## src/rtl/tdm_pkg.sv

```systemverilog
// Line format shared by tdm_encoder and tdm_decoder: three MSB-first words per frame,
// sync asserted on the first bit of each frame.
package tdm_pkg;

    localparam int WIDTH        = 8;
    localparam int NUM_CHANNELS = 3;
    localparam int FRAME_BITS   = NUM_CHANNELS * WIDTH;

    typedef enum logic [1:0] {
        HUNT    = 2'd0,
        ACQUIRE = 2'd1,
        LOCKED  = 2'd2
    } tdm_state_e;

endpackage

```

## src/rtl/tdm_frame_counter.sv

```systemverilog
// Bit-position counter for one TDM frame: wraps at FRAME_BITS-1, restarts at 1 when
// the current bit is taken as a new frame start, and can be frozen.
module tdm_frame_counter #(
    parameter int FRAME_BITS = 24
) (
    input  logic                          clk,
    input  logic                          rst,
    input  logic                          restart,
    input  logic                          hold,
    output logic [$clog2(FRAME_BITS)-1:0] idx,
    output logic                          is_first,
    output logic                          is_last
);

    localparam int IDX_W = $clog2(FRAME_BITS);
    localparam logic [IDX_W-1:0] LAST = IDX_W'(FRAME_BITS - 1);

    always_ff @(posedge clk) begin
        if (rst)
            idx <= '0;
        else if (restart)
            idx <= IDX_W'(1);
        else if (hold)
            idx <= idx;
        else if (idx == LAST)
            idx <= '0;
        else
            idx <= idx + IDX_W'(1);
    end

    assign is_first = (idx == '0);
    assign is_last  = (idx == LAST);

endmodule

```

## src/rtl/tdm_decoder.sv

```systemverilog
// TDM receiver: aligns to sync, deserialises a frame and publishes all three
// channel words together once the final bit of a clean frame arrives.
module tdm_decoder #(
    parameter int WIDTH = tdm_pkg::WIDTH
) (
    input  logic             clk,
    input  logic             rst,
    input  logic             serial_in,
    input  logic             sync_in,
    output logic [WIDTH-1:0] channel1,
    output logic [WIDTH-1:0] channel2,
    output logic [WIDTH-1:0] channel3,
    output logic             frame_valid,
    output logic             locked,
    output logic             frame_error
);

    import tdm_pkg::*;

    localparam int FB    = 3 * WIDTH;
    localparam int IDX_W = $clog2(FB);

    tdm_state_e       state, next_state;
    logic [IDX_W-1:0] idx;
    logic             is_first, is_last;
    logic             cnt_restart, cnt_hold, frame_done, sync_err;
    logic [FB-2:0]    sreg;
    logic [FB-1:0]    frame;

    tdm_frame_counter #(.FRAME_BITS(FB)) u_cnt (
        .clk      (clk),
        .rst      (rst),
        .restart  (cnt_restart),
        .hold     (cnt_hold),
        .idx      (idx),
        .is_first (is_first),
        .is_last  (is_last)
    );

    always_ff @(posedge clk) begin
        if (rst)
            state <= HUNT;
        else
            state <= next_state;
    end

    always_comb begin
        next_state  = state;
        cnt_restart = 1'b0;
        cnt_hold    = 1'b0;
        frame_done  = 1'b0;
        sync_err    = 1'b0;
        case (state)
            HUNT: begin
                if (sync_in) begin
                    cnt_restart = 1'b1;
                    next_state  = ACQUIRE;
                end else begin
                    cnt_hold = 1'b1;
                end
            end
            ACQUIRE, LOCKED: begin
                if (sync_in && !is_first) begin
                    // Misplaced sync wins: realign on this bit.
                    sync_err    = 1'b1;
                    cnt_restart = 1'b1;
                    next_state  = ACQUIRE;
                end else if (!sync_in && is_first && state == LOCKED) begin
                    sync_err   = 1'b1;
                    cnt_hold   = 1'b1;
                    next_state = HUNT;
                end else if (is_last) begin
                    frame_done = 1'b1;
                    next_state = LOCKED;
                end
            end
            default: next_state = HUNT;
        endcase
    end

    // Only FB-1 bits are stored; the final bit is taken straight from the line.
    always_ff @(posedge clk) begin
        if (rst)
            sreg <= '0;
        else if (cnt_restart)
            sreg <= {{(FB-2){1'b0}}, serial_in};
        else if (state != HUNT && !cnt_hold)
            sreg <= {sreg[FB-3:0], serial_in};
    end

    assign frame = {sreg, serial_in};

    always_ff @(posedge clk) begin
        if (rst) begin
            channel1    <= '0;
            channel2    <= '0;
            channel3    <= '0;
            frame_valid <= 1'b0;
            frame_error <= 1'b0;
        end else begin
            frame_valid <= frame_done;
            frame_error <= sync_err;
            if (frame_done) begin
                channel1 <= frame[FB-1 -: WIDTH];
                channel2 <= frame[FB-1-WIDTH -: WIDTH];
                channel3 <= frame[WIDTH-1:0];
            end
        end
    end

    assign locked = (state == LOCKED);

endmodule

```

## config.mk

```make
export PLATFORM = sky130hd
export DESIGN_NAME = tdm_decoder
export DESIGN_NICKNAME = d
export VERILOG_FILES = /design/src/rtl/tdm_pkg.sv /design/src/rtl/tdm_frame_counter.sv /design/src/rtl/tdm_decoder.sv
export SDC_FILE = /design/constraint.sdc
export NUM_CORES = 1
export LEC_CHECK = 0
export ABC_AREA = 1
export CAP_MARGIN = 20
export CORE_UTILIZATION = 54
export DETAILED_ROUTE_END_ITERATION = 12
export PLACE_DENSITY = 0.85
export SLEW_MARGIN = 10
export SYNTH_ARGS = -nofsm -noshare
export SYNTH_HDL_FRONTEND = slang
export SYNTH_SLANG_ARGS = --single-unit
```

## constraint.sdc

```tcl
create_clock -name clk -period 1.9 [get_ports clk]
set_input_delay 0.38 -clock clk [delete_from_list [all_inputs] [get_ports clk]]
set_output_delay 0.38 -clock clk [all_outputs]
set_load 0.05 [all_outputs]
```

==> impl_results.md, run 1 <==
- Fin crit share: 0.9748
- Peak VDD IR: 576.5 uV
- Slew of the pin with the lowest slew margin: 498.5 ps
- Sw frac: 0.2800
- Finished Layout Cells: 379
- Mapped Area: 2356 um2
- Max H-tree Level: 2
- PortBufs: 30
- Sequential Power Share: 0.519
- Vias per cell: 5.164
- CTS clk-pin slew, worst paths: 100 ps
- Clock Sinks: 56
- N_diodes: 0
- NetSw: 686.5 uW
- CP bufs+invs: 1
- Top-area cell type share of the netlist area: 0.4758
- Worst r2r src: u_cnt.idx[0]
- DIE WIDTH: 68.05 um
- Total Die Area: 4631 um2
- Status: completed
- Sequential area share after synthesis: 0.4758
- Initial Util: 0.5765
- FF-to-FF End: sreg[22]
- Post-Synth XOR/XNOR Area: 0.007435
- Final WL: 4.634 mm
- Critical path, cell by cell: clkdlybuf4s50_1
- Area after DPL: 2675 um2
- CP Capture Type: primary output
- Post_cts resized: 0
- Post-Synth Simple-Gate Area: 0.2831
- First-pass GRT wire length: 7.596 mm
- Slew HR: 0.6666
- CP Data Required Time: 1520 ps
- DP Worst Slack: -107.6 ps
- Gr usage total: 0.2171
- Post-layout instance area: 2795 um2
- Critical Path Slowest Stage Cell: clkdlybuf4s50_1
- Vias post-DR: 1,957
- Die H: 68.05 um
- Final setup fails: 0
- Cell Int Power: 1765 uW
- Final net count: 337
- Yosys cell types: 25
- Critical Path AT: 1470 ps
- CP delay by family, top: buffers and inverters
- Post-Route Skew: 6.341 ps
- Setup WS post-layout: 47.90 ps
- HP Class: reg2reg
- Overflow after GRT: 0
- Hold violation count in the final report: 0
- Num CTS Buffers: 5
- Share of layout cells above drive strength 1: 0.1216
- Worst Reg2Reg Path Length in Cells: 10
- Dpl cells: 370
- Comb pwr share: 0.164
- Leakage power: 0.001067 uW
- Vias in the first global route: 1,752
- Compound-Gate Fraction of Synth Area: 0.1211
- Routed Antenna Nets: 0
- Most common cell after layout, fill and taps aside: dfxtp_1
- Crit path from: channel1[4]
- Avg Inst Size Synth: 7.906 um2
- GP Congestion: 0.8223
- Worst Setup EP: channel1[4]
- Root Driver: clkbuf_8
- Post-synthesis adder-cell area fraction: 0.02655
- Critical path peak fanout: 2
- Top Ports: 31
- Reg2reg setup slack: 140 ps
- WP depth: 1
- Clock power share: 0.317
- Number of max-cap violations: 0
- Longest Clk Path Bufs: 2
- Time the worst path needs with I/O delays and setup: 1852 ps
- Commonest non-fill, non-tap cells in the layout: 56 x dfxtp_1, 52 x nor2_1, 46 x nand2_1, 30 x a21oi_1, 29 x nand3_1
- Mapped Nets: 307
- DP Wirelength: 3.015 mm
- Crit-path max cell delay: 810 ps
- Worst skew pair latency: 310 ps
- Flop and latch count out of synthesis: 56
- Initial detailed-routing violation count: 91
- Hold buffers post-CTS: 0
- Gate Count Post-Synth: 298
- Largest family of logic cells by synthesized area: simple AND/OR/NAND/NOR gates
- Post-route DRC: 0
- Initial antenna violation count: 0
- Maximum number of pins on one net before global-route repair: 30
- Crit path kind: reg2out
- Pwr Density: 877.2 nW/um2
- Total power: 2452 uW
- Drt first pass iters: 4
- Total core area: 4086 um2
- Slew Limit Fails: 0
- Top cells by area, synth: dfxtp_1 48%, nor2_1 8.3%, nand2_1 7.3%, a21oi_1 6.4%, nand3_1 6.2%
- Yosys warnings: 0
- Startpoint types: register
- Synth area leader: dfxtp_1
- Area delta synth->final: 18.64%
- Setup bufs post-CTS: 0
- CTS tree: built
- Multiplexer area fraction after synthesis: 0
- Avg WL per Cell: 12.23 um
- Row count: 23
- Fmax achieved: 0.5399 GHz
-- layout make-up --
class / instances / area (um2)
fill: 353 / 1291
sequential: 56 / 1121
multi-input combinational: 206 / 1041
timing repair buffer: 38 / 377.9
inverter: 21 / 81.33
clock buffer: 6 / 72.57
tap: 50 / 62.56
clock inverter: 2 / 38.79
-- flip-flops by register name (all words and copies together), names as in the netlist --
register / cells
sreg: 23
channel1: 8
channel2: 8
channel3: 8
u_cnt.idx: 5
state: 2
frame_error: 1
frame_valid: 1
-- through the flow --
step             util  setup TNS (ps)  hold WS, ps
4_1_cts        0.6819               0        467.9
6_report       0.6840               0        462.8
2_1_floorplan       -               0        467.4
3_5_place_dp   0.6546          -574.9        451.2
3_3_place_gp   0.6546         -0.9805        445.6
5_1_grt        0.6840          -49.83        489.5
-- synth_stat cells --
cell type / number
nor2_1: 52
nand2_8: 1
o21ai_0: 3
inv_4: 1
buf_4: 4
buf_2: 1
nand2_1: 46
nor2_4: 3
nor2_2: 3
buf_6: 6
dfxtp_1: 56
nand3_2: 1
inv_1: 17
clkbuf_1: 5
nand2_2: 4
a21oi_1: 30
ha_1: 5
a21oi_2: 1
nand4_1: 2
nand3_1: 29
o21ai_1: 19
inv_2: 3
xor2_1: 2
nand2_4: 3
a21oi_4: 1
-- worst min path at each step --
stage	start	endpoint	slack, ps	cells past startpoint
2_1_floorplan	u_cnt.idx[1]	u_cnt.idx[1]	470	2
3_3_place_gp	channel2[7]	channel2[7]	450	2
5_1_grt	channel3[2]	channel3[2]	490	2
3_5_place_dp	channel3[4]	channel3[4]	450	2
4_1_cts	channel2[3]	channel2[3]	470	2
6_report	channel2[3]	channel2[3]	460	2
-- logic make-up after synthesis --
family / Yosys count
buffers and inverters: 37
AOI/OAI and AO/OA: 54
DFF: 56
and+or+nand+nor: 144
xor gates and xnor gates: 2
adders and majority gates: 5
-- power groups by stage --
stage	clock [uW]	sequential [uW]	combinational (uW)
detailed placement	0	1300	391
CTS	793	1270	395
global route	828	1280	451
global placement	0	1300	377
floorplan	0	1290	332
finish	778	1270	402
-- layer usage --
metal / vias to the layer above / wire, um / share of wire / GRT usage
li1: 1020 / - / - / -
met1: 896 / 2192 / 0.47 / 0.2678
met2: 34 / 2223 / 0.48 / 0.3775
met3: 7 / 138 / 0.030 / 0.03500
met4: 0 / 79 / 0.017 / 0.07813
met5: - / 0 / 0 / 0
(Power assumes the default switching activity.)
==> run 2, diff against run 1 <==
ABC_AREA = default   (was 1)
CORE_UTILIZATION = 55   (was 54)
PLACE_DENSITY = 0.86   (was 0.85)
==> run 2 against run 1 <==
  * Routed wire length grew 2.0%
  * Combinational power grew 20%
  * Non-clock buffer count up 10
  * Synthesized cell count down 18%
  * Clock power shrank 16%
  * Maximum frequency grew 0.30%
  * Largest cell class is now multi-input combinational cells
==> impl_results.md, run 2 <==
- Status: completed
- Filler cells: 311
- Crit path kind: reg2out
- Flip-flop and latch area: 1125 um2
- DIE WIDTH: 69.54 um
- Avg WL per Cell: 13.94 um
- Flop and latch count out of synthesis: 56
- Critical Path AT: 1470 ps
- Fmax achieved: 0.5415 GHz
- Initial Util: 0.5761
- Total core area: 4354 um2
- CP bufs+invs: 1
- WHS: 477.5 ps
- GP Congestion: 0.8381
- Fin crit share: 0.9719
- Drt first pass iters: 5
- EDFF count, synth: 0
- Root Driver: clkbuf_8
- Maximum number of pins on one net before global-route repair: 30
- Gr usage total: 0.1823
- Worst Reg2Reg Path Length in Cells: 7
- Final setup fails: 0
- Max FFs per register: 23
- Total Die Area: 4835 um2
- Num CTS Buffers: 5
- Most common cell in the netlist: dfxtp_1
- Post-Route Skew: 7.478 ps
- Clock Sinks: 56
- Crit path from: channel1[4]
- Number of max-cap violations: 0
- Slew Limit Fails: 0
- CTS clk-pin slew, worst paths: 100 ps
- Vias in the first global route: 1,619
- Post-route DRC: 0
- Final net count: 295
- Synth Flop Type: dfxtp_1
- Worst skew pair latency: 310 ps
- Initial antenna violation count: 0
- Top cells by area, synth: dfxtp_1 45%, mux2i_1 19%, nand2b_1 13%, nor2_1 3.9%, ha_1 2.5%
- Slew HR: 0.6658
- Routed Antenna Nets: 0
- Leakage power: 0.001136 uW
- Most common cell after layout, fill and taps aside: dfxtp_1
- WP depth: 1
- Top cells by count, synth: 56 x dfxtp_1, 51 x nand2b_1, 48 x mux2i_1
- HP Class: reg2reg
- Critical path peak fanout: 2
- Avg Inst Size Synth: 10.24 um2
- Vias post-DR: 1,785
- N_diodes: 0
- Total negative setup slack: 0 ps
- Sequential area share after synthesis: 0.4469
- Commonest non-fill, non-tap cells in the layout: 53 x dfxtp_1, 51 x nand2b_1, 48 x mux2i_1, 26 x nor2_1, 26 x clkdlybuf4s50_1
- Top Ports: 31
- PortBufs: 30
- Gate Count Post-Synth: 245
- Register with the most flip-flops: sreg
- FFs w/ async S/R, synth: 0
- Final WL: 4.725 mm
- Startpoint types: register
- Pwr Density: 749.9 nW/um2
- Peak VDD IR: 555.7 uV
- CP Capture Type: primary output
- Multi-input combinational cell area: 1291 um2
- Yosys warnings: 0
- Synth area leader: dfxtp_1
- CP delay by family, top: buffers and inverters
- Critical Path Slowest Stage Cell: clkdlybuf4s50_1
- First-pass GRT wire length: 7.093 mm
- Share of layout cells above drive strength 1: 0.1568
- Vias per cell: 5.265
- Initial detailed-routing violation count: 68
- Max H-tree Level: 2
- Yosys cell types: 37
- Row count: 24
- CP Data Required Time: 1520 ps
- Longest Clk Path Bufs: 2
- Area delta synth->final: 24.54%
- DP Wirelength: 2.907 mm
- Hold violation count in the final report: 0
- Crit-path max cell delay: 800 ps
- Die H: 69.54 um
- Worst hold path startpoint: channel2[6]
- FF-to-FF End: channel3[5]
- Mapped Nets: 254
- Top-area cell type share of the netlist area: 0.4469
- Overflow after GRT: 0
- Critical path, cell by cell: clkdlybuf4s50_1
- Hold endpoint: channel2[6]
- Hold buffers post-CTS: 0
- Worst r2r src: u_cnt.idx[1]
- Mapped Area: 2509 um2
- CTS tree: built
- Reg2reg setup slack: 60 ps
- Time the worst path needs with I/O delays and setup: 1847 ps
- Slew of the pin with the lowest slew margin: 499.8 ps
- Worst Hold Depth: 2
run 2: changes by cell type after synthesis, moves of 24 or more:
cell	delta
a21oi_1	-24
nor2_1	-26
mux2i_1	+48
nand2_1	-43
nand2b_1	+51
nand3_1	-26
run 2: cell type report:
| cell class | count | share of cell area |
|---|---|---|
| clock buffers | 5 | 0.02203 |
| clock inverters | 3 | 0.006808 |
| inverters | 6 | 0.007209 |
| multi-input cells | 169 | 0.4133 |
| flip-flops and latches | 56 | 0.3600 |
| well taps | 52 | 0.02082 |
| repair buffers | 48 | 0.1698 |
run 2: routing by layer:
metal	routed length, um	track usage	share of wire
met1	2335	0.2346	0.49
met4	77	0.06122	0.016
met2	2144	0.2913	0.45
met3	167	0.05523	0.035
met5	0	0	0
run 2: stage by stage:
step	instance area, um2	util	setup slack [ps]	total power [uW]	instances
global placement	2905	0.6672	-8.007	1627	326
CTS	2995	0.6879	27.60	2277	334
floorplan	2511	-	18.63	1530	245
detailed placement	2905	0.6672	-99.47	1634	326
global route	3124	0.7175	-12.33	2443	339
finish	3124	0.7175	53.36	2343	339
run 2: cell families (layout without fill, tap and decap cells):
group,after synthesis,after routing,share of synthesized area
adder cells (fa/ha/maj),5,5,0.02494
buffers and inverters,20,62,0.05187
multiplexers,48,48,0.1915
flip-flops,56,56,0.4469
XOR/XNOR,1,1,0.003492
AO/OA/AOI/OAI,17,17,0.04888
AND/OR/NAND/NOR,98,98,0.2324
run 2: worst register-to-register path, stage by stage, from the launching register on:
cell,delay (ps)
dfxtp_2,330
inv_1,80
ha_4,130
or4b_4,470
nand2_2,90
and4_4,300
clkbuf_16,190
mux2i_1,180
run 2: where the power goes:
group | total [uW] | internal (uW) | switching, uW
Clock | 655 | 262 | 392
Combinational | 481 | 244 | 236
Sequential | 1210 | 1190 | 14.2
Total | 2340 | 1700 | 642
run 2: how the worst max path moves through the flow:
stage | to | slack (ps)
floorplan | sreg[3] | 20
detailed placement | u_cnt.idx[2] | -100
global route | channel3[7] | -10
CTS | channel2[4] | 30
finish | channel1[4] | 50
global placement | u_cnt.idx[2] | -8
run 2: repair_timing:
action	CTS	global route
buffers inserted	0	2
endpoints found under the setup margin	0	30
resized for setup	0	12
==> run 3, diff against run 2 <==
CORE_MARGIN = 3   (was default)
==> run 3 against run 2 <==
  * Via count fell by 1.5%
  * Largest cell class unchanged
  * Die area grew 12%
  * Sequential power about the same
  * Maximum frequency is 0.64% lower
  * Worst hold slack worse by 3.4 ps
  * First-iteration DRC count grew 50%
  * Clock skew rose by 1.2 ps
  * Critical path depth increased by 6
  * Non-clock buffer count fell by 2
  * Routed wire length shrank 5.9%
  * Clock-buffer cell count is 1 higher
==> impl_results.md, run 3 (synthesized netlist as in run 2, its figures left out) <==
- Status: completed
- Slew Limit Fails: 0
- NetSw: 622.5 uW
- Leakage power: 0.001125 uW
- Worst r2r src: u_cnt.idx[0]
- Hold violation count in the final report: 0
- Crit-path max cell delay: 510 ps
- Sequential Power Share: 0.519
- Root Driver: clkbuf_8
- CP delay by family, top: simple AND/OR/NAND/NOR gates
- Crit path kind: reg2reg
- Avg WL per Cell: 13.27 um
- Fmax achieved: 0.5380 GHz
- Total Die Area: 5407 um2
- Final net count: 293
- Filler cells: 305
- Cell Int Power: 1708 uW
- Post-route DRC: 0
- Max H-tree Level: 2
- First-pass GRT wire length: 7.493 mm
- Row count: 23
- PortBufs: 30
- Initial detailed-routing violation count: 102
- Overflow after GRT: 0
- Vias per cell: 5.251
- Dpl cells: 323
- CTS tree: built
- Register with the most flip-flops: sreg
- Top Ports: 31
- Total negative setup slack: 0 ps
- Sw frac: 0.2671
- Gr usage total: 0.1784
- Fin crit share: 0.9782
- Peak VDD IR: 700.0 uV
- GP Congestion: 0.8616
- Worst Hold Depth: 2
- Time the worst path needs with I/O delays and setup: 1859 ps
- Startpoint types: register
- Routed Antenna Nets: 0
- Number of max-cap violations: 0
- Finished Layout Cells: 335
- Commonest non-fill, non-tap cells in the layout: 54 x dfxtp_1, 51 x nand2b_1, 48 x mux2i_1, 26 x nor2_1, 25 x clkdlybuf4s50_1
- Initial Util: 0.5971
- Initial antenna violation count: 0
- Worst hold path startpoint: channel1[6]
- Clock power share: 0.294
- Total core area: 4202 um2
- Critical path peak fanout: 10
- Vias in the first global route: 1,656
- Post-Route Skew: 8.671 ps
- Final WL: 4.446 mm
- CP Capture Type: register
- Vias post-DR: 1,759
- Drt first pass iters: 4
- Critical path, cell by cell: inv_2 -> ha_2 -> or4b_4 -> nand2_4 -> and4_4 -> buf_12 -> mux2i_1
- Worst Reg2Reg Path Length in Cells: 7
- Maximum number of pins on one net before global-route repair: 42
- Slew of the pin with the lowest slew margin: 505.4 ps
- Slew HR: 0.6625
- CTS clk-pin slew, worst paths: 90 ps
- Max FFs per register: 23
- Worst skew pair latency: 320 ps
- CP bufs+invs: 2
- Comb pwr share: 0.187
- DP Wirelength: 2.932 mm
- Pwr Density: 758.1 nW/um2
- Longest Clk Path Bufs: 2
- Critical Path Slowest Stage Cell: or4b_4
- Share of layout cells above drive strength 1: 0.1474
- Num CTS Buffers: 5
- Final setup fails: 0
- HP Class: reg2reg
- RSZ-0062 raised after global routing: true
- Hold endpoint: channel1[6]
- CP Data Required Time: 2140 ps
- Hold buffers post-CTS: 0
- Reg2reg setup slack: 40 ps
- Critical Path AT: 2100 ps
- N_diodes: 0
- FF-to-FF End: channel3[0]
- Clock Sinks: 56
- Die H: 73.54 um
- DIE WIDTH: 73.54 um
- Most common cell after layout, fill and taps aside: dfxtp_1
- Area delta synth->final: 22.54%
-- run 3: layout make-up --
| class | count | area, um2 | share of cell area |
|---|---|---|---|
| Timing Repair Buffer | 46 | 491.7 | 0.1600 |
| Clock inverter | 2 | 15.01 | 0.004884 |
| Multi-Input combinational cell | 169 | 1276 | 0.4151 |
| Clock buffer | 6 | 82.58 | 0.02686 |
| Inverter | 6 | 22.52 | 0.007326 |
| Tap cell | 50 | 62.56 | 0.02035 |
| Sequential cell | 56 | 1124 | 0.3655 |
-- run 3: through the flow --
| step | util | hold WS [ps] | cell area, um2 | worst slack [ps] | power, uW |
|---|---|---|---|---|---|
| final | 0.7317 | 474.2 | 3074 | 41.39 | 2331 |
| after global routing | 0.7317 | 490.7 | 3074 | -50.33 | 2439 |
| after CTS | 0.7159 | 479.2 | 3008 | 3.866 | 2319 |
| after detailed placement | 0.6921 | 459.6 | 2908 | -51.80 | 1638 |
| after global placement | 0.6921 | 457.1 | 2908 | -15.19 | 1626 |
| after floorplan | - | 451.3 | 2511 | 18.63 | 1530 |
-- run 3: tightest hold or removal path, stage by stage (launching register included) --
cell and delay, ps:
dfxtp_1 320, nand2b_1 60, mux2i_1 50
-- run 3: how the worst max path moves through the flow --
stage                              to  cells past startpoint         start  slack, ps
after floorplan               sreg[3]                      7      state[0]         20
after global placement       sreg[20]                      6       sync_in        -20
after detailed placement      sreg[6]                      6       sync_in        -50
after CTS                 channel2[5]                      7  u_cnt.idx[0]          4
after global routing          sreg[6]                      7      state[0]        -50
final                     channel3[0]                      7  u_cnt.idx[0]         40
-- run 3: what timing repair did --
item                                    4_1_cts  5_1_grt
pin swaps                                     1        2
cloned                                        0        1
gates resized for setup                       3        8
hold endpoints to repair                      0        0
endpoints found under the setup margin        3       46
setup buffers                                 0        3
-- run 3: layer usage --
metal / track usage / routed length, um / vias up / part of all wire
met5: 0 / 0 / - / 0
met4: 0.09256 / 84 / 0 / 0.019
met3: 0.03830 / 140 / 8 / 0.031
met2: 0.2717 / 2084 / 29 / 0.47
met1: 0.2363 / 2137 / 815 / 0.48
li1: - / - / 907 / -
-- run 3: power groups by stage --
stage               sequential, uW  combinational (uW)  clock (uW)
global route                  1210                 474         752
global placement              1230                 393           0
floorplan                     1240                 294           0
CTS                           1210                 408         703
detailed placement            1230                 404           0
finish                        1210                 437         684
